`src/rtl/mm_pkg.sv`:
```
// mm_pkg: shared state encoding, width helpers and peg-field access for the mastermind engine.
package mm_pkg;

    typedef enum logic [1:0] {IDLE, EDIT, SCORE, DONE} state_e;

    function automatic int cw(input int n_colors);
        return $clog2(n_colors);
    endfunction

    function automatic int pw(input int n_pegs);
        return $clog2(n_pegs);
    endfunction

    function automatic int cntw(input int n_pegs);
        return $clog2(n_pegs + 1);
    endfunction

    // Codes are at most 8 pegs x 4 bits, so a 32-bit container covers every legal configuration.
    function automatic logic [3:0] peg_get(input logic [31:0] v, input int i, input int w);
        logic [31:0] s;
        s = v >> (i * w);
        return 4'(s & ((32'd1 << w) - 32'd1));
    endfunction

endpackage

```
`src/rtl/mm_scorer.sv`:
```
// mm_scorer: multi-cycle black/white scorer; one cycle for exact matches, then one cycle per colour.
module mm_scorer import mm_pkg::*; #(
    parameter int N_PEGS = 4,
    parameter int N_COLORS = 8,
    localparam int CW = cw(N_COLORS),
    localparam int CNTW = cntw(N_PEGS)
) (
    input  logic                   clk,
    input  logic                   rst_n,
    input  logic                   clear,
    input  logic                   start,
    input  logic [N_PEGS*CW-1:0]   secret,
    input  logic [N_PEGS*CW-1:0]   guess,
    output logic                   done,
    output logic [CNTW-1:0]        black,
    output logic [CNTW-1:0]        white
);

    logic            active_q, first_q;
    logic [CW-1:0]   c_q;
    logic [CNTW-1:0] acc_q, black_q, exact, n_s, n_g, m;

    always_comb begin
        exact = '0;
        n_s = '0;
        n_g = '0;
        for (int i = 0; i < N_PEGS; i++) begin
            exact = exact + CNTW'(peg_get(32'(secret), i, CW) == peg_get(32'(guess), i, CW));
            n_s = n_s + CNTW'(peg_get(32'(secret), i, CW) == 4'(c_q));
            n_g = n_g + CNTW'(peg_get(32'(guess), i, CW) == 4'(c_q));
        end
        m = (n_s < n_g) ? n_s : n_g;
    end

    // The last colour's contribution is folded in combinationally so results appear with done.
    assign done  = active_q & ~first_q & (c_q == CW'(N_COLORS - 1));
    assign black = black_q;
    assign white = acc_q + m - black_q;

    always_ff @(posedge clk) begin
        if (!rst_n || clear) begin
            active_q <= 1'b0;
            first_q  <= 1'b0;
            c_q      <= '0;
            acc_q    <= '0;
            black_q  <= '0;
        end else if (start) begin
            active_q <= 1'b1;
            first_q  <= 1'b1;
        end else if (active_q) begin
            if (first_q) begin
                black_q <= exact;
                c_q     <= '0;
                acc_q   <= '0;
                first_q <= 1'b0;
            end else begin
                acc_q <= acc_q + m;
                c_q   <= c_q + 1'b1;
                if (done)
                    active_q <= 1'b0;
            end
        end
    end

endmodule

```
`src/rtl/mastermind_core.sv`:
```
// mastermind_core: game FSM holding the secret, editing the guess from button pulses,
// scoring submissions and tracking turns, win and loss.
module mastermind_core import mm_pkg::*; #(
    parameter int N_PEGS = 4,
    parameter int N_COLORS = 8,
    parameter int MAX_TURNS = 8,
    localparam int CW = cw(N_COLORS),
    localparam int PW = pw(N_PEGS),
    localparam int CNTW = cntw(N_PEGS)
) (
    input  logic                 clk,
    input  logic                 rst_n,
    input  logic                 secret_load,
    input  logic [N_PEGS*CW-1:0] secret_in,
    input  logic                 btn_l,
    input  logic                 btn_r,
    input  logic                 btn_u,
    input  logic                 btn_d,
    input  logic                 btn_s,
    output logic [PW-1:0]        cur_peg,
    output logic [N_PEGS*CW-1:0] guess_out,
    output logic [CNTW-1:0]      black,
    output logic [CNTW-1:0]      white,
    output logic                 score_valid,
    output logic [MAX_TURNS-1:0] turn_led,
    output logic                 busy,
    output logic                 won,
    output logic                 lost
);

    state_e               state_q;
    logic [N_PEGS*CW-1:0] secret_q, guess_q, guess_d, secret_clamp;
    logic [PW-1:0]        cur_peg_q, peg_inc, peg_dec, peg_d;
    logic [CW-1:0]        col, col_inc, col_dec, col_new;
    logic [CNTW-1:0]      black_q, white_q, sc_black, sc_white;
    logic [MAX_TURNS-1:0] turn_q;
    logic                 score_valid_q, won_q, lost_q, sc_done;

    always_comb begin
        col     = CW'(peg_get(32'(guess_q), int'(cur_peg_q), CW));
        col_inc = (col == CW'(N_COLORS - 1)) ? '0 : col + 1'b1;
        col_dec = (col == '0) ? CW'(N_COLORS - 1) : col - 1'b1;
        col_new = (btn_u & ~btn_d) ? col_inc : (btn_d & ~btn_u) ? col_dec : col;
        guess_d = guess_q;
        guess_d[int'(cur_peg_q)*CW +: CW] = col_new;
        peg_inc = (cur_peg_q == PW'(N_PEGS - 1)) ? '0 : cur_peg_q + 1'b1;
        peg_dec = (cur_peg_q == '0) ? PW'(N_PEGS - 1) : cur_peg_q - 1'b1;
        peg_d   = (btn_l & ~btn_r) ? peg_dec : (btn_r & ~btn_l) ? peg_inc : cur_peg_q;
        secret_clamp = '0;
        for (int i = 0; i < N_PEGS; i++)
            secret_clamp[i*CW +: CW] = (int'(peg_get(32'(secret_in), i, CW)) >= N_COLORS) ?
                CW'(N_COLORS - 1) : CW'(peg_get(32'(secret_in), i, CW));
    end

    mm_scorer #(.N_PEGS(N_PEGS), .N_COLORS(N_COLORS)) u_scorer (
        .clk    (clk),
        .rst_n  (rst_n),
        .clear  (secret_load),
        .start  (state_q == EDIT && btn_s && !secret_load),
        .secret (secret_q),
        .guess  (guess_q),
        .done   (sc_done),
        .black  (sc_black),
        .white  (sc_white)
    );

    always_ff @(posedge clk) begin
        if (!rst_n) begin
            state_q       <= IDLE;
            secret_q      <= '0;
            guess_q       <= '0;
            cur_peg_q     <= '0;
            black_q       <= '0;
            white_q       <= '0;
            score_valid_q <= 1'b0;
            turn_q        <= '0;
            won_q         <= 1'b0;
            lost_q        <= 1'b0;
        end else begin
            score_valid_q <= 1'b0;
            if (secret_load) begin
                state_q   <= EDIT;
                secret_q  <= secret_clamp;
                guess_q   <= '0;
                cur_peg_q <= '0;
                black_q   <= '0;
                white_q   <= '0;
                turn_q    <= MAX_TURNS'(1);
                won_q     <= 1'b0;
                lost_q    <= 1'b0;
            end else begin
                case (state_q)
                    EDIT: begin
                        if (btn_s) begin
                            state_q <= SCORE;
                        end else begin
                            guess_q   <= guess_d;
                            cur_peg_q <= peg_d;
                        end
                    end
                    SCORE: begin
                        if (sc_done) begin
                            black_q       <= sc_black;
                            white_q       <= sc_white;
                            score_valid_q <= 1'b1;
                            if (sc_black == CNTW'(N_PEGS)) begin
                                won_q   <= 1'b1;
                                state_q <= DONE;
                            end else if (turn_q[MAX_TURNS-1]) begin
                                lost_q  <= 1'b1;
                                state_q <= DONE;
                            end else begin
                                turn_q  <= turn_q << 1;
                                state_q <= EDIT;
                            end
                        end
                    end
                    default: ;
                endcase
            end
        end
    end

    assign cur_peg     = cur_peg_q;
    assign guess_out   = guess_q;
    assign black       = black_q;
    assign white       = white_q;
    assign score_valid = score_valid_q;
    assign turn_led    = turn_q;
    assign busy        = state_q == SCORE;
    assign won         = won_q;
    assign lost        = lost_q;

endmodule

```
`config.mk`:
```
export PLATFORM = sky130hd
export DESIGN_NAME = mastermind_core
export DESIGN_NICKNAME = d
export VERILOG_FILES = /design/src/rtl/mm_pkg.sv /design/src/rtl/mm_scorer.sv /design/src/rtl/mastermind_core.sv
export SDC_FILE = /design/constraint.sdc
export NUM_CORES = 1
export LEC_CHECK = 0
export CAP_MARGIN = 20
export CORE_MARGIN = 5
export CORE_UTILIZATION = 53
export CTS_BUF_LIST = sky130_fd_sc_hd__clkbuf_16
export DETAILED_ROUTE_END_ITERATION = 16
export HOLD_SLACK_MARGIN = 0.02
export PLACE_DENSITY = 0.91
export SLEW_MARGIN = 40
export SYNTH_ARGS = -nofsm -noshare
export SYNTH_HDL_FRONTEND = slang
export SYNTH_HIERARCHICAL = 1
export SYNTH_SLANG_ARGS = --single-unit
```
`constraint.sdc`:
```
create_clock -name clk -period 6.9 [get_ports clk]
set_input_delay 1.38 -clock clk [delete_from_list [all_inputs] [get_ports clk]]
set_output_delay 1.38 -clock clk [all_outputs]
set_load 0.005 [all_outputs]
```
After elaboration in Yosys (flattened, before gate mapping)
Cells that the tools add are included.
{ "classes": {"addsub": 17, "mul": 1, "n_lt_le_gt_ge": 5, "n_eq_ne": 24, "n_shift": 3, "muxes": 34, "n_bitwise": 17, "n_reduce_logical": 27} }
{ "op_table": {"columns": ["op", "count"], "rows": [
  ["$eq A3 B3 Y1", 12],
  ["$mux W3", 11],
  ["$neg A4 Y33", 1],
  ["$shift A3 B33 Y12 const A", 1],
  ["$shiftx A3 B33 Y12", 1],
  ["$shr A12 B32 Y3", 1],
  ["$add A3 B1 Y3", 6],
  ["$reduce_and A3 Y1", 6],
  ["$ge A3 B4 Y1 const B", 4],
  ["$mux W2", 8],
  ["$bwmux W12", 1],
  ["$mux W1", 12],
  ["$reduce_and A4 Y1", 3],
  ["$not A1 Y1", 11],
  ["$reduce_bool A2 Y1", 5],
  ["$eq A3 B3 Y1 const B", 3],
  ["$mux W8", 1],
  ["$add A1 B1 Y2", 3],
  ["$add A3 B1 Y3 const B", 2],
  ["$and A1 B1 Y1", 6],
  ["$ne A2 B2 Y1 const B", 3],
  ["$reduce_and A2 Y1", 3],
  ["$eq A2 B2 Y1 const B", 2],
  ["$mul A2 B2 Y4 const B", 1],
  ["19 further kinds", 21]
]} }
{ "word_totals": {"reg_bits": 56, "in_bits": 20, "output_inout_bits": 32, "wordCells": 146} }

Depth between registers and ports, before layout
{ "logic_depth": {"ltp_word": 8, "mapped_depth": 22} }

Cells and area by module
The synthesis kept the hierarchy.
{ "by_module_without_submodules": {"columns": ["module", "instances", "cells_each", "area_per_inst_um2", "seq_area_each_um2"], "rows": [
  ["mastermind_core", 1, 209, 2058.2, 900.9],
  ["mm_scorer", 1, 146, 1249.9, 220.2]
]} }

Worst setup path before layout
No wires, ideal clock.
{ "synth_path": {"kind": "register to register", "startpoint": "reg u_scorer.c_q[0]", "endpoint": "reg white_q[2], in the netlist white[2]", "arrival_ns": 4.505, "required_time_ns": 6.830, "slack_ns": 2.324, "path_stages_with_launch": 21, "path_cell_list": "dfxtp_1 > buf_2 > xnor2_1 > nand3_1 > fa_1 > inv_1 > ha_1 > ha_1 > inv_1 > ha_1 > a21o_1 > a21oi_1 > mux2_2 > ha_1 > fa_1 > fa_1 > xor2_1 > xnor2_1 > xnor2_1 > nand2_1 > a21oi_1"} }
{ "synth_via": {"elab_chain_len": 8} }
{ "synth_rtl": {"columns": ["element", "line_no", "rtl"], "rows": [
  ["start: declaration", "mm_scorer.sv:20", "logic [CW-1:0] c_q;"],
  ["start signal: assignment", "mm_scorer.sv:58", "c_q <= c_q + 1'b1;"],
  ["$eq A3 B3 Y1, on equally long branches", "mm_scorer.sv:29, mm_scorer.sv:30", null],
  ["$add A1 B1 Y2, on equally long branches", "mm_scorer.sv:29, mm_scorer.sv:30", null],
  ["$add A3 B1 Y3, on equally long branches (2 in series)", "mm_scorer.sv:29, mm_scorer.sv:30", null],
  ["$lt A3 B3 Y1", "mm_scorer.sv:32", "m = (n_s < n_g) ? n_s : n_g;"],
  ["$mux W3 (*)", "mm_scorer.sv:32", null],
  ["$add A3 B3 Y3 (*)", "mm_scorer.sv:38", "assign white = acc_q + m - black_q;"],
  ["$sub A3 B3 Y3 (*)", "mm_scorer.sv:38", null],
  ["named net sc_white[2]", "mastermind_core.sv:35", "logic [CNTW-1:0] black_q, white_q, sc_black, sc_white;"],
  ["end signal: assignment", "mastermind_core.sv:104", "white_q <= sc_white;"],
  ["end: declaration", "mastermind_core.sv:35", null]
]} }
The timed path passes the listed nets; every way through them passes the cells marked *.
A chain may end at the register's enable or synchronous reset.

Worst setup path in the final report
Same ends and word-level chain as after synthesis.

==> summary.txt <==
Synthesis
  – Yosys warnings: 6
  – Complex-gate fraction of the synthesized area: 0.0900
  – Main combinational cell family by area after synthesis: simple AND/OR/NAND/NOR gates
  – Syn Area/Cell: just over 9 um^2
  – Post-synthesis mux area share: 0.119
  – Post-Synth XOR/XNOR Area: 0.109
  – Sequential fraction of the synthesis area: 0.339
  – Syn Inst Count: 355
  – Yosys cell types: between 40 and 50
  – Simple-gate share of the synthesized area: 0.177
  – Mapped Area: between 3000 and 4000 um^2
  – Post-synthesis sequential element count: 56
  – Adder-Cell Fraction of Synth Area: 0.117
  – Post-Synthesis Net Count: 403

Setup path
  – CP Launch Type: register
  – Slowest Stage Delay on Critical Path: roughly 0.7 ns
  – Slowest stage cell, crit path: dfxtp_1
  – Crit Path Class: reg -> reg
  – Setup crit end kind: register
  – Crit path from: u_scorer/c_q[0]$_SDFFE_PP0P_
  – Top cell by count, worst path: ha_1
  – Reg2reg start: u_scorer/c_q[0]$_SDFFE_PP0P_
  – Worst path top cell family by delay: adder cells
  – Critical path peak fanout: 11
  – Critical path buffers and inverters: 2
  – Crit path required time: between 7 and 8 ns
  – Critical-path cell list: xnor2_1 > nand3_1 > fa_1 > inv_1 > ha_1 > ha_1 > inv_1 > ha_1 > a21o_1 > a21oi_1 > mux2_2 > ha_1 > fa_1 > fa_1 > xor2_1 > xnor2_1 > xnor2_1 > nand2_1 > a21oi_1
  – CP arrival: roughly 5.3 ns

Timing
  – Max frequency: 198 MHz
  – Pins Over Slew Limit: 0
  – Final Hold Fails: 0
  – Worst hold slack: roughly 0.46 ns
  – Post-Route Skew: a little under 0.01 ns
  – Final period utilization: 0.732
  – Worst Tran Pin Value: around 0.83 ns
  – Slew Limit Headroom: 0.445
  – Final Setup Violations: 0
  – RSZ-0062 raised after global routing: no
  – Min Tclk post-route: 5.05 ns
  – Setup tns final: 0 ns

Clock tree
  – CTS-repair resized insts: 0
  – CTS tree: yes
  – CTS max path bufs: 2
  – Worst-path clk slew: around 0.080 ns
  – CTS root buf: clkbuf_16
  – Htree depth: 2
  – Worst-Skew Late Latency: about 0.3 ns
  – Clock Sinks: 56
  – Cts hold-fix bufs: 0
  – Setup bufs post-CTS: 0
  – CTS Buf Count: 5

Drt
  – Post-route ant nets: 0
  – Pre-Repair DR Iteration Count: 4
  – Initial drt markers: about 190
  – Drc violations: 0
  – Final wirelength: 7860 um
  – Vias/cell: 5.61
  – DR vias: 2,659
  – WL per Instance: between 15 and 20 um

Finish
  – FILL cells: between 400 and 500
  – Antenna diodes: 0
  – Share of cells above drive strength 1: 0.0526
  – Area Growth Syn to Fin: 20.7%
  – Total Nets Final: between 400 and 500

Die
  – Die area: a little under 8000 um^2
  – Initial Utilization: 0.552
  – Die height: just under 90 um
  – CORE AREA: around 6000 um^2
  – IO Pins: 52
  – Chip width: between 80 and 90 um
  – Site Rows: 28

Place
  – Post-DP HPWL: about 5600 um
  – Gpl congestion: ~0.9
  – Port Buffer Count: between 50 and 60

Power
  – Power Dens Cells: roughly 190 nW/um^2
  – Leak pwr: 1.66 nW
  – Total power: between 0.7 and 0.8 mW
  – Max IR drop VDD: 0.122 mV

GRT
  – Largest net degree at the start of global routing: 26
  – Initial antenna violation count: 0
  – Total Routing Usage GR: 0.207
  – Grt total ovfl: 0
  – Global-route wire length before repair: ~13,000 um
  – Vias in the first global route: 2,721

Min path
  – Min-Delay Path Class: reg -> reg
  – Beginning of the worst hold path: white[1]$_SDFFE_PP0P_

Outcome
  – Status: finished clean

Run
  – Maxcap violations: 0
[cells in the final DEF, fill, tap and decap left out, types with 2 or more instances in the layout]
master and n:
nor2b_1 15, xor2_1 20, o21ai_0 12, nand4_1 2, ha_1 23, mux4_2 2
clkbuf_16 5, and2_1 2, nand3_1 7, clkdlybuf4s50_1 50, nor2_1 29, o21ai_1 5
mux2i_1 25, nand3b_1 3, a21oi_1 24, nor3_1 10, xnor2_1 21, inv_1 20
dfxtp_1 56, nand2b_1 8, a21o_1 3, nor3b_1 6, fa_1 5, mux2_2 3
nand2_1 20, o21a_1 2
[state kept, by name, indices dropped and copies added, names as in the netlist, 2 cells and up]
| register | count |
|---|---|
| black | 3 |
| cur_peg | 2 |
| guess_out | 12 |
| secret_q | 12 |
| state_q | 2 |
| turn_led | 8 |
| u_scorer/acc_q | 3 |
| u_scorer/black | 3 |
| u_scorer/c_q | 3 |
| white | 3 |
[path summary, 6_finish.rpt]
check	endpoint	slack [ns]	depth (start not counted)
worst max-delay path	white[2]$_SDFFE_PP0P_	1.85	19
worst min-delay path	white[1]$_SDFFE_PP0P_	0.46	2
worst max register to register	white[2]$_SDFFE_PP0P_	1.85	19
worst min register to register	white[1]$_SDFFE_PP0P_	0.46	2
[worst min-delay path, stage by stage (launching register included)]
cell,delay [ns]
dfxtp_1,0.31
nand2_1,0.05
a21oi_1,0.05
[layer usage]
metal | part of all wire | GRT usage
met2 | 0.50 | 0.368
met1 | 0.42 | 0.249
met4 | 0.023 | 0.0731
met5 | 0 | 0
met3 | 0.054 | 0.0369
[per-stage QoR]
| step | cells | setup WS (ns) | util | cell area (um^2) |
|---|---|---|---|---|
| global placement | 466 | 2.11 | 0.638 | 3820 |
| global route | 474 | 1.52 | 0.666 | 3990 |
| detailed placement | 466 | 1.94 | 0.638 | 3820 |
| CTS | 474 | 1.87 | 0.666 | 3990 |
| floorplan | 355 | 2.32 | - | 3310 |
| finish | 474 | 1.85 | 0.666 | 3990 |
[synthesized netlist by cell type]
library cell,count,area [um^2]
mux2i_1,25,250
mux4_1,1,26.3
and3b_1,1,8.76
ha_1,23,288
mux2_4,1,15.0
buf_1,1,3.75
a21oi_1,24,120
nor2b_1,15,93.8
or3b_1,1,8.76
o21ai_1,5,25.0
mux2i_4,1,22.5
o211ai_1,1,7.51
o21ai_0,12,60.1
nor2_1,29,109
or4_1,1,7.51
mux4_2,2,45.0
nor4bb_1,1,10.0
a22oi_4,1,21.3
nor3_2,1,10.0
a211oi_1,1,7.51
and2_1,2,12.5
xor2_1,20,175
inv_1,20,75.1
clkbuf_1,3,11.3
xnor2_1,21,184
fa_1,5,100
mux2_2,3,33.8
nor3b_1,6,45.0
a311oi_1,1,8.76
dfxtp_1,56,1120
nand4_1,2,12.5
buf_6,3,33.8
nor3_1,10,50.1
nand3_1,7,35.0
nand2_1,20,75.1
nand4b_1,1,8.76
a21o_1,3,22.5
o21ba_2,1,10.0
nand2b_1,9,56.3
o21a_1,2,15.0
and2b_1,1,7.51
nand3b_1,3,22.5
nor3b_2,1,12.5
buf_2,8,40.0
[cells by family after synthesis]
| logic type | Yosys count |
|---|---|
| multiplexers | 33 |
| buffers and inverters | 35 |
| flip-flops | 56 |
| AO/OA/AOI/OAI | 51 |
| adder cells (fa/ha/maj) | 28 |
| XOR/XNOR | 41 |
| AND/OR/NAND/NOR | 111 |
[power breakdown]
part           switching [mW]  internal [mW]
clock network           0.121          0.173
registers             0.00892          0.329
logic                  0.0668         0.0678
[cell type report]
class | count | area, um^2 | share of cell area
clock buffer | 5 | 125 | 0.0313
inverter | 20 | 75.1 | 0.0188
timing repair buffer | 51 | 505 | 0.127
sequential | 56 | 1120 | 0.281
multi-input combinational | 264 | 2030 | 0.507
tap | 75 | 93.8 | 0.0235
clock inverter | 3 | 46.3 | 0.0116
(Power assumes the default switching activity.)
